$ cat src/rtl/rr_mux_arbiter_pkg.sv
// Shared constants and helpers for the four-way round-robin mux arbiter.
// Covers request count, index widths, FSM encoding and one-hot conversions.
package rr_mux_arbiter_pkg;

  localparam int N_REQ  = 4;
  localparam int SEL_W  = 2;
  localparam int HOLD_W = 4;

  localparam logic [0:0] ST_IDLE  = 1'b0;
  localparam logic [0:0] ST_GRANT = 1'b1;

  localparam logic [N_REQ-1:0] OH_0 = 4'b0001;
  localparam logic [N_REQ-1:0] OH_1 = 4'b0010;
  localparam logic [N_REQ-1:0] OH_2 = 4'b0100;
  localparam logic [N_REQ-1:0] OH_3 = 4'b1000;

  function automatic logic [N_REQ-1:0] idx2oh(
    input logic [SEL_W-1:0] idx
  );
    logic [N_REQ-1:0] oh;
    oh = '0;
    unique case (idx)
      2'd0:    oh = OH_0;
      2'd1:    oh = OH_1;
      2'd2:    oh = OH_2;
      default: oh = OH_3;
    endcase
    return oh;
  endfunction

  function automatic logic [SEL_W-1:0] oh2idx(
    input logic [N_REQ-1:0] oh
  );
    logic [SEL_W-1:0] idx;
    idx = '0;
    unique case (oh)
      OH_1:    idx = 2'd1;
      OH_2:    idx = 2'd2;
      OH_3:    idx = 2'd3;
      default: idx = 2'd0;
    endcase
    return idx;
  endfunction

endpackage

$ cat src/rtl/rr_mux_arbiter_pick4.sv
// Cyclic first-set-bit finder over four requests.
// The search begins at start and wraps modulo four.
module rr_pick4
  import rr_mux_arbiter_pkg::*;
(
  input  logic [N_REQ-1:0] req,
  input  logic [SEL_W-1:0] start,
  output logic             any,
  output logic [SEL_W-1:0] win
);

  logic [2*N_REQ-1:0] dbl;
  logic [N_REQ-1:0]   rot;
  logic [SEL_W-1:0]   off;

  assign dbl = {req, req};
  assign rot = dbl[start +: N_REQ];
  assign any = |req;

  // rot[0] is req[start], so the lowest set bit is the next in turn
  always_comb begin
    off = '0;
    priority case (1'b1)
      rot[0]:  off = 2'd0;
      rot[1]:  off = 2'd1;
      rot[2]:  off = 2'd2;
      rot[3]:  off = 2'd3;
      default: off = 2'd0;
    endcase
  end

  assign win = start + off;

endmodule

$ cat src/rtl/rr_mux_arbiter.sv
// Round-robin arbiter that owns a 4:1 data mux for four requesters.
// A holder is forced off after MAX_HOLD cycles if anyone else is waiting.
module rr_mux_arbiter
  import rr_mux_arbiter_pkg::*;
#(
  parameter int WIDTH    = 8,
  parameter int MAX_HOLD = 4
) (
  input  logic                   clk,
  input  logic                   rst_n,
  input  logic [N_REQ-1:0]       req,
  input  logic [N_REQ*WIDTH-1:0] din,
  output logic [N_REQ-1:0]       gnt,
  output logic [SEL_W-1:0]       sel,
  output logic [WIDTH-1:0]       dout,
  output logic                   dout_valid,
  output logic                   busy
);

  localparam logic [HOLD_W-1:0] HOLD_MAX = HOLD_W'(MAX_HOLD);

  logic [0:0]        state;
  logic [0:0]        nxt_state;
  logic [SEL_W-1:0]  ptr;
  logic [SEL_W-1:0]  nxt_ptr;
  logic [HOLD_W-1:0] hold_cnt;
  logic [HOLD_W-1:0] nxt_cnt;
  logic [N_REQ-1:0]  nxt_gnt;
  logic [SEL_W-1:0]  nxt_sel;

  logic [SEL_W-1:0]  start;
  logic              pick_any;
  logic [SEL_W-1:0]  pick_win;
  logic [N_REQ-1:0]  others;
  logic              holding;
  logic              at_max;
  logic              handover;

  assign start = (state == ST_GRANT) ? sel + 2'd1 : ptr;

  rr_pick4 u_pick (
    .req   (req),
    .start (start),
    .any   (pick_any),
    .win   (pick_win)
  );

  assign others  = req & ~gnt;
  assign holding = |(req & gnt);
  assign at_max  = (hold_cnt == HOLD_MAX);

  // Release with waiters and forced rotation share one handover path
  always_comb begin
    handover = 1'b0;
    if (state == ST_IDLE)
      handover = pick_any;
    else if (!holding)
      handover = |others;
    else if (at_max)
      handover = |others;
  end

  always_comb begin
    nxt_state = state;
    nxt_gnt   = gnt;
    nxt_sel   = sel;
    nxt_ptr   = ptr;
    nxt_cnt   = hold_cnt;
    if (handover) begin
      nxt_state = ST_GRANT;
      nxt_gnt   = idx2oh(pick_win);
      nxt_sel   = pick_win;
      nxt_ptr   = pick_win + 2'd1;
      nxt_cnt   = 4'd1;
    end else if (state == ST_GRANT) begin
      if (!holding) begin
        nxt_state = ST_IDLE;
        nxt_gnt   = '0;
        nxt_sel   = '0;
        nxt_ptr   = sel + 2'd1;
        nxt_cnt   = '0;
      end else if (!at_max) begin
        nxt_cnt = hold_cnt + 4'd1;
      end
    end
  end

  always_ff @(posedge clk or negedge rst_n) begin
    if (!rst_n) begin
      state    <= ST_IDLE;
      gnt      <= '0;
      sel      <= '0;
      ptr      <= '0;
      hold_cnt <= '0;
    end else begin
      state    <= nxt_state;
      gnt      <= nxt_gnt;
      sel      <= nxt_sel;
      ptr      <= nxt_ptr;
      hold_cnt <= nxt_cnt;
    end
  end

  assign dout_valid = |gnt;
  assign busy       = (state == ST_GRANT);

  always_comb begin
    dout = '0;
    if (dout_valid) begin
      unique case (sel)
        2'd0:    dout = din[0*WIDTH +: WIDTH];
        2'd1:    dout = din[1*WIDTH +: WIDTH];
        2'd2:    dout = din[2*WIDTH +: WIDTH];
        default: dout = din[3*WIDTH +: WIDTH];
      endcase
    end
  end

  a_gnt_onehot: assert property (
    @(posedge clk) disable iff (!rst_n) $onehot0(gnt)
  );

  a_sel_match: assert property (
    @(posedge clk) disable iff (!rst_n)
      (gnt == '0) || (gnt == idx2oh(sel))
  );

endmodule
$ cat config.mk
export PLATFORM = sky130hd
export DESIGN_NAME = rr_mux_arbiter
export DESIGN_NICKNAME = d
export VERILOG_FILES = /design/src/rtl/rr_mux_arbiter_pkg.sv /design/src/rtl/rr_mux_arbiter_pick4.sv /design/src/rtl/rr_mux_arbiter.sv
export SDC_FILE = /design/constraint.sdc
export NUM_CORES = 1
export LEC_CHECK = 0
export ABC_CLOCK_PERIOD_IN_PS = 3750
export CORE_MARGIN = 2
export CORE_UTILIZATION = 43
export DETAILED_ROUTE_END_ITERATION = 8
export GPL_TIMING_DRIVEN = 0
export PLACE_DENSITY = 0.79
export SYNTH_ARGS = -nofsm -noshare
export SYNTH_HDL_FRONTEND = slang
export SYNTH_SLANG_ARGS = --single-unit
$ cat constraint.sdc
create_clock -name clk -period 3.75 [get_ports clk]
set_clock_uncertainty 0.1 [all_clocks]
set_input_delay 0.5625 -clock clk [delete_from_list [all_inputs] [get_ports clk]]
set_output_delay 0.5625 -clock clk [all_outputs]
set_load 0.02 [all_outputs]
==> out/metrics.sh, run 1 <==
SUMMED_INSTANCE_AREA_OF_THE_SYNTHESIZED_NETLIST_UM2=1310
CP.REQUIRED_NS=3.09
CP_CELL_SEQUENCE='inv_1 > ha_1 > clkbuf_1 > a222oi_1 > nor2_1 > a21oi_1 > nor2_1 > clkdlybuf4s50_1'
MAX-CLOCK-PATH-BUFFERS=2
CTS_REPAIR_RESIZE_COUNT=0
AREA.SEQUENTIAL_UM2=325
PLACE_INST=243
OUTCOME='finished clean'
POSTROUTEANTENNANETS=0
CAP_VIOL_MAX_COUNT=0
NETLIST.AREA_LEADER.SHARE_PCT=24.9
CRITICAL-PATH-TOP-CELL-BY-COUNT='nor2_1'
WORSTHOLDSTART='ptr[1]'
WORST_PIN_SLEW_NS=0.816
PATH_DEPTH=8
CRIT_SLOWEST_CELL='clkdlybuf4s50_1'
REG_TO_REG_END='ptr[1]'
ROUTED_WIRELENGTH_UM=4020
LEADING_CELL_TYPE_BY_NUMBER_OF_INSTANCES_AFTER_SYNTHESIS='nor2_1'
CRITICAL_PATH_CLASS='reg2out'
DRIVE_ABOVE_1_SHARE_PCT=8.80
ENDPOINTS_FAILING_HOLD=0
WHS_ENDPOINT='ptr[1]'
CRITPATHMAXSTAGEDELAY_NS=0.57
DRT_ITER0_MARKERS=128
DIEWIDTH_UM=59.1
NUMBER_OF_ANTENNA_VIOLATIONS_AT_THE_FIRST_CHECK_IN_GLOBAL_ROUTING=0
FINAL_NUMBER_OF_MAX_TRANSITION_VIOLATIONS=0
GR-TOTAL-OVERFLOW=0
VIAS=1493
DRT_DRC_VIOLATIONS_LEFT=0
P_INT_W=0.000778
GRT_MAX_DEGREE=14
TRITONCTS.NUM_BUFFERS=3
SWSHARE_PCT=50.4
YOSYS.AREA.TOP_TYPE='dfrtp_1'
SYNTH_WARNINGS=0
CORE_UM2=2830
DRT_PRE_ANTENNA_ITERS=4
MAX_FREQ_GHz=0.318
CHIPHEIGHT_UM=59.1
POWER_SWITCHING_W=0.000791
SYNTH-SEQ-AREA-SHARE_PCT=24.9
POWER.SHARE.COMBINATIONAL_PCT=78.1
AREAGROWTHSYNTHTOFINISH_PCT=45.4
P_LEAK_nW=0.790
GRT_USAGE_PCT=23.6
ASYNC_FLOP_SHARE_PCT=100
CELLPOWERDENSITY_nW_PER_UM2=827
INITIAL_CORE_UTIL_PCT=46.1
WORST_EP_ARRIVAL_TIME_NS=2.48
CLKPWRFRAC_PCT=5.7
AREA_OF_THE_MULTI_INPUT_GATES_UM2=908
FIN_CELLS=247
ANTENNA-DIODE-COUNT=0
HTREE_LEVELS=1
DIE_AREA_UM2=3490
MIN_PERIOD_OVER_PERIOD_PCT=83.8
TIME_THE_FINAL_WORST_PATH_NEEDS_WITH_I_O_DELAYS_AND_SETUP_NS=3.14
NETS=263
CRITICAL_PATH_BUF_INV_COUNT=3
WORST_PATH_DOMINANT_CELL_FAMILY='buffers and inverters'
LAUNCH_POINT_OF_THE_WORST_REG_TO_REG_PATH='sel[0]'
NUMCLOCKSINKS=13
SYNTH_TOP_CELLS_BY_AREA='dfrtp_1, ha_1, nor2_1, a222oi_1, a21oi_1'
FINALSETUPVIOLATIONS=0
PATH_MAX_FANOUT=8
POST-DP-HPWL_UM=3160
NETLIST-CELL-TYPE-COUNT=48
INSERTION_DELAY_NS=0.28
IR_DROP_mV=0.494
CP-END-KIND='output port'
GRT_FIRST_PASS_WIRELENGTH_UM=6500
SYNTHESIZED_FLOP_AND_LATCH_TOTAL=13
MEAN_CELL_AREA_OF_THE_MAPPED_NETLIST_UM2=8.16
DETAIL_ROUTE.VIAS_PER_CELL=6.04
SYNTH_EDF_COUNT=0
CTS_SETUP_BUFFERS=0
RRSETUPSLACK_NS=0.70
SEQ_POWER_SHARE_PCT=16.2
PATH_CLK_SLEW_NS=0.08
RSZ0062_AT_GRT='false'
POST_DRT_WL_PER_CELL_UM=16.3
GRT_PASS1_VIAS=1456
R2R.WORST_PATH.CELLS=13
TRITONCTS_CLOCK_TREE='yes'
NUMPORTBUFFERS=52
POSTSYNTHCELLCOUNT=160
SYNTH_FLOP_CELL='dfrtp_1'
SYNTH_COMMONEST_CELLS='nor2_1, nand2_1, a21oi_1, dfrtp_1'
MAX_SLEW_HEADROOM_PCT=45.2
CTS-ROOT-BUF='clkbuf_4'
CTS_HOLD_BUF=0
WORST_SETUP_PATH_START_KIND='flop'
HP-CLASS='reg2reg'
FINALSETUPTNS_NS=0
CORE.ROWCOUNT=19
MIN_PATH_CELLS=2
SYNTH_NETS=206
IOS=54
FILLER_CELL_COUNT=245
ROUTABILITYCONGESTION=0.869
==> tightest hold or removal path, stage by stage, from the launching register on <==
cell      delay (ns)
dfrtp_1         0.39
nand2_1         0.06
o211ai_1        0.07
==> area by class of cell <==
| class | count | share of cell area (%) |
|---|---|---|
| buffer | 9 | 2.50 |
| clock buffer | 3 | 1.19 |
| clock inverter | 1 | 0.264 |
| inverter | 8 | 1.58 |
| multi-input combinational | 130 | 47.9 |
| sequential | 13 | 17.1 |
| tap | 31 | 2.04 |
| timing repair buffer | 52 | 27.4 |
==> through the flow <==
step                      hold slack, ns  instance area (um2)  setup WS, ns  utilization, %  total power (W)
after floorplan                    0.167                 1310         0.848               -          0.00107
after global placement             0.423                 1860         0.493            65.9          0.00143
after detailed placement           0.435                 1860         0.422            65.9          0.00146
after CTS                          0.458                 1890         0.491            66.9          0.00156
after global routing               0.481                 1900         0.365            67.1          0.00171
final                              0.452                 1900         0.607            67.1          0.00157
==> state kept, by name, indices dropped and copies added, names as in the netlist <==
signal	flops
ptr	2
hold_cnt	4
sel	2
gnt	4
busy	1
==> cell families after synthesis <==
family | Yosys count | share of synthesized area (%)
buffers and inverters | 17 | 5.94
adders and majority gates | 8 | 7.67
muxes | 2 | 2.20
and+or+nand+nor | 59 | 21.5
DFF | 13 | 24.9
xor gates and xnor gates | 4 | 2.69
AOI/OAI and AO/OA | 57 | 35.1
==> cells in the final DEF (no fill, tap or decap), types with 3 or more instances in the layout <==
cell,n
ha_1,8
o21ai_0,6
nand2_1,15
nor3_1,3
inv_1,8
nand3_1,4
clkbuf_4,4
a21oi_1,14
dfrtp_1,13
nor2b_1,5
o211ai_1,3
clkdlybuf4s50_1,52
a222oi_1,8
clkbuf_1,5
nor2_1,23
==> power by group through the flow <==
stage                Clock, W  Combinational (W)  Sequential, W
global placement            0            0.00118       0.000250
global route        0.0000978            0.00134       0.000267
floorplan                   0           0.000797       0.000274
CTS                 0.0000916            0.00122       0.000251
finish              0.0000896            0.00123       0.000254
detailed placement          0            0.00121       0.000253
==> how the worst max path moves through the flow <==
stage | from | endpoint | slack (ns)
finish | sel[0] | dout[1] | 0.61
global route | sel[0] | dout[1] | 0.36
CTS | gnt[0] | dout[7] | 0.49
detailed placement | req[0] | ptr[1] | 0.42
global placement | req[0] | ptr[1] | 0.49
floorplan | sel[0] | ptr[1] | 0.85
==> layer usage <==
| metal | track usage, % | vias up | part of all wire, % |
|---|---|---|---|
| met5 | 0 | - | 0 |
| met4 | 3.90 | 0 | 1.5 |
| met3 | 4.59 | 7 | 11 |
| met2 | 43.3 | 86 | 48 |
| met1 | 28.9 | 680 | 39 |
| li1 | - | 720 | - |
(Power assumes the default switching activity.)
==> run 2: changes to the inputs <==
Settings changed: ABC_CLOCK_PERIOD_IN_PS 3750 to 3000.
Clock period 3.75 ns to 3 ns, I/O delays scaled along.
==> run 2 against run 1 <==
Net effect: via count rose by 4.4%; sequential cell count unchanged; total power grew 33%; worst setup slack got worse by 0.44 ns; critical endpoint is now ptr[1]; sequential share of layout area down 0.77 points; non-clock buffer count rose by 6; first-iteration DRC count increased by 39%; sequential power increased by 25%; clock power up 28%; register-to-register slack lost 0.51 ns; largest cell class unchanged; utilization increased by 3.1 points.
==> out/metrics.sh, run 2 (synthesis gave the netlist of run 1 again) <==
CTS_HOLD_BUF=0
MET2ROUTEDLENGTH_UM=2020
MIN_PERIOD_OVER_PERIOD_PCT=94.3
WORST_EP_ARRIVAL_TIME_NS=2.91
P_LEAK_nW=0.918
RRSETUPSLACK_NS=0.19
CTS-ROOT-BUF='clkbuf_4'
IR_DROP_mV=0.604
DIEWIDTH_UM=59.1
ANTENNA-DIODE-COUNT=0
TOP_LAYER_USED='met4'
FINAL_NUMBER_OF_MAX_TRANSITION_VIOLATIONS=0
GRT_USAGE_PCT=24.0
PATH_MAX_FANOUT=10
PATH_CLK_SLEW_NS=0.09
DIE_AREA_UM2=3490
DRT_PRE_ANTENNA_ITERS=5
POST-DP-HPWL_UM=3160
ROUTED_WIRELENGTH_UM=4200
GRT_FIRST_PASS_WIRELENGTH_UM=6590
GRT_PASS1_VIAS=1479
VIAS=1558
PLACE_AREA_UM2=1860
CELLPOWERDENSITY_nW_PER_UM2=1050
WIRE_LENGTH_ON_MET3_UM=465
CRITICAL_PATH_CLASS='in2reg'
FINALSETUPTNS_NS=0
CP.REQUIRED_NS=3.08
MAX_SLEW_HEADROOM_PCT=41.4
GR-TOTAL-OVERFLOW=0
CORE.ROWCOUNT=19
MAX-CLOCK-PATH-BUFFERS=2
WORST_PIN_SLEW_NS=0.871
AREAGROWTHSYNTHTOFINISH_PCT=52.3
DRT_ITER0_MARKERS=178
CHIPHEIGHT_UM=59.1
DETAIL_ROUTE.VIAS_PER_CELL=6.16
FILLER_CELL_COUNT=228
MOST_COMMON_LIBRARY_CELL_IN_THE_LAYOUT_IGNORING_FILL_AND_TAPS='clkdlybuf4s50_1'
ROUTABILITYCONGESTION=0.869
REG.LARGEST.LIST='gnt: 4 flops, hold_cnt: 4 flops'
FINALCOREUTILIZATION_PCT=70.2
IOS=54
CAP_VIOL_MAX_COUNT=0
INSERTION_DELAY_NS=0.29
TRITONCTS_CLOCK_TREE='yes'
NUMPORTBUFFERS=52
INITIAL_CORE_UTIL_PCT=46.1
MAX_FREQ_GHz=0.353
HP-CLASS='in2async'
NETS=269
TIME_THE_FINAL_WORST_PATH_NEEDS_WITH_I_O_DELAYS_AND_SETUP_NS=2.83
FINALSETUPVIOLATIONS=0
DRIVE_ABOVE_1_SHARE_PCT=14.9
WORST_SETUP_PATH_START_KIND='primary input'
CP-END-KIND='flop'
FIN_CELLS=253
DRT-MET1-WL_UM=1650
PLACE_INST=243
NUMCLOCKSINKS=13
POST_DRT_WL_PER_CELL_UM=16.6
HTREE_LEVELS=1
POSTROUTEANTENNANETS=0
LAYOUT.CELLS.MOST_COMMON_LIST='clkdlybuf4s50_1, nor2_1, nand2_1'
NUMBER_OF_ANTENNA_VIOLATIONS_AT_THE_FIRST_CHECK_IN_GLOBAL_ROUTING=0
DRT_DRC_VIOLATIONS_LEFT=0
TRITONCTS.NUM_BUFFERS=3
STDCELL_AREA_UM2=1990
ENDPOINTS_FAILING_HOLD=0
GRT_MAX_DEGREE=14
OUTCOME='finished clean'
CORE_UM2=2830
==> run 2: cell count changes in the layout (fill, tap and decap cells not counted), moves of 2 or more <==
cell             delta
buf_4               +7
inv_1               -2
inv_2               +2
clkdlybuf4s50_1     -8
ha_1                -2
dlymetal6s2s_1      +6
==> run 2: critical path: stages <==
cell and delay [ns]:
clkdlybuf4s50_1 0.60, buf_4 0.22, nand2_1 0.09, a21oi_2 0.14, o21ai_1 0.06, o21a_1 0.17, ha_2 0.19, xnor2_2 0.15
a211oi_2 0.30, nor2_1 0.09, ha_1 0.28, nand3_1 0.07, o211ai_1 0.09
==> run 2: layer usage <==
layer	track usage [%]	vias up
met3	5.02	7
met4	4.22	0
met5	0	-
met1	28.9	723
met2	44.1	94
li1	-	734
==> run 2: final cells by class <==
type | count | area (um2) | share of cell area [%]
multi-input cells | 130 | 937 | 47.2
clock inverters | 1 | 5.00 | 0.252
inverters | 8 | 30.0 | 1.51
plain buffers | 9 | 48.8 | 2.46
repair buffers | 58 | 579 | 29.2
clock buffers | 3 | 22.5 | 1.13
flip-flops and latches | 13 | 325 | 16.4
well taps | 31 | 38.8 | 1.95
==> run 2: repair_timing <==
action	in CTS	in global routing
endpoints found under the hold margin	0	0
setup buffers	2	4
setup endpoints to repair	10	10
pin swaps	0	2
resized for setup	3	18
==> run 2: final timing paths <==
| kind | from | to | depth (start not counted) |
|---|---|---|---|
| max | req[2] | ptr[1] | 13 |
| min | rst_n | hold_cnt[1] | 1 |
| max reg2reg | sel[0] | ptr[1] | 13 |
| min reg2reg | ptr[1] | ptr[1] | 2 |
| max in group asynchronous | rst_n | busy | 1 |
| min in group clk | ptr[1] | ptr[1] | 2 |
==> run 2: power by group <==
group | internal (W) | leakage [nW] | switching (W)
Sequential | 0.000244 | 0.162 | 0.0000733
Combinational | 0.000756 | 0.739 | 0.000894
Clock | 0.0000496 | 0.0177 | 0.0000653
Total | 0.00105 | 0.918 | 0.00103
==> run 2: metrics by stage <==
step	hold slack, ns	total power (W)	setup WS [ns]
after floorplan	0.0544	0.00134	0.0976
after global placement	0.423	0.00179	-0.144
after detailed placement	0.435	0.00183	-0.215
after CTS	0.436	0.00196	0.0133
after global routing	0.461	0.00226	-0.0193
final	0.418	0.00208	0.170
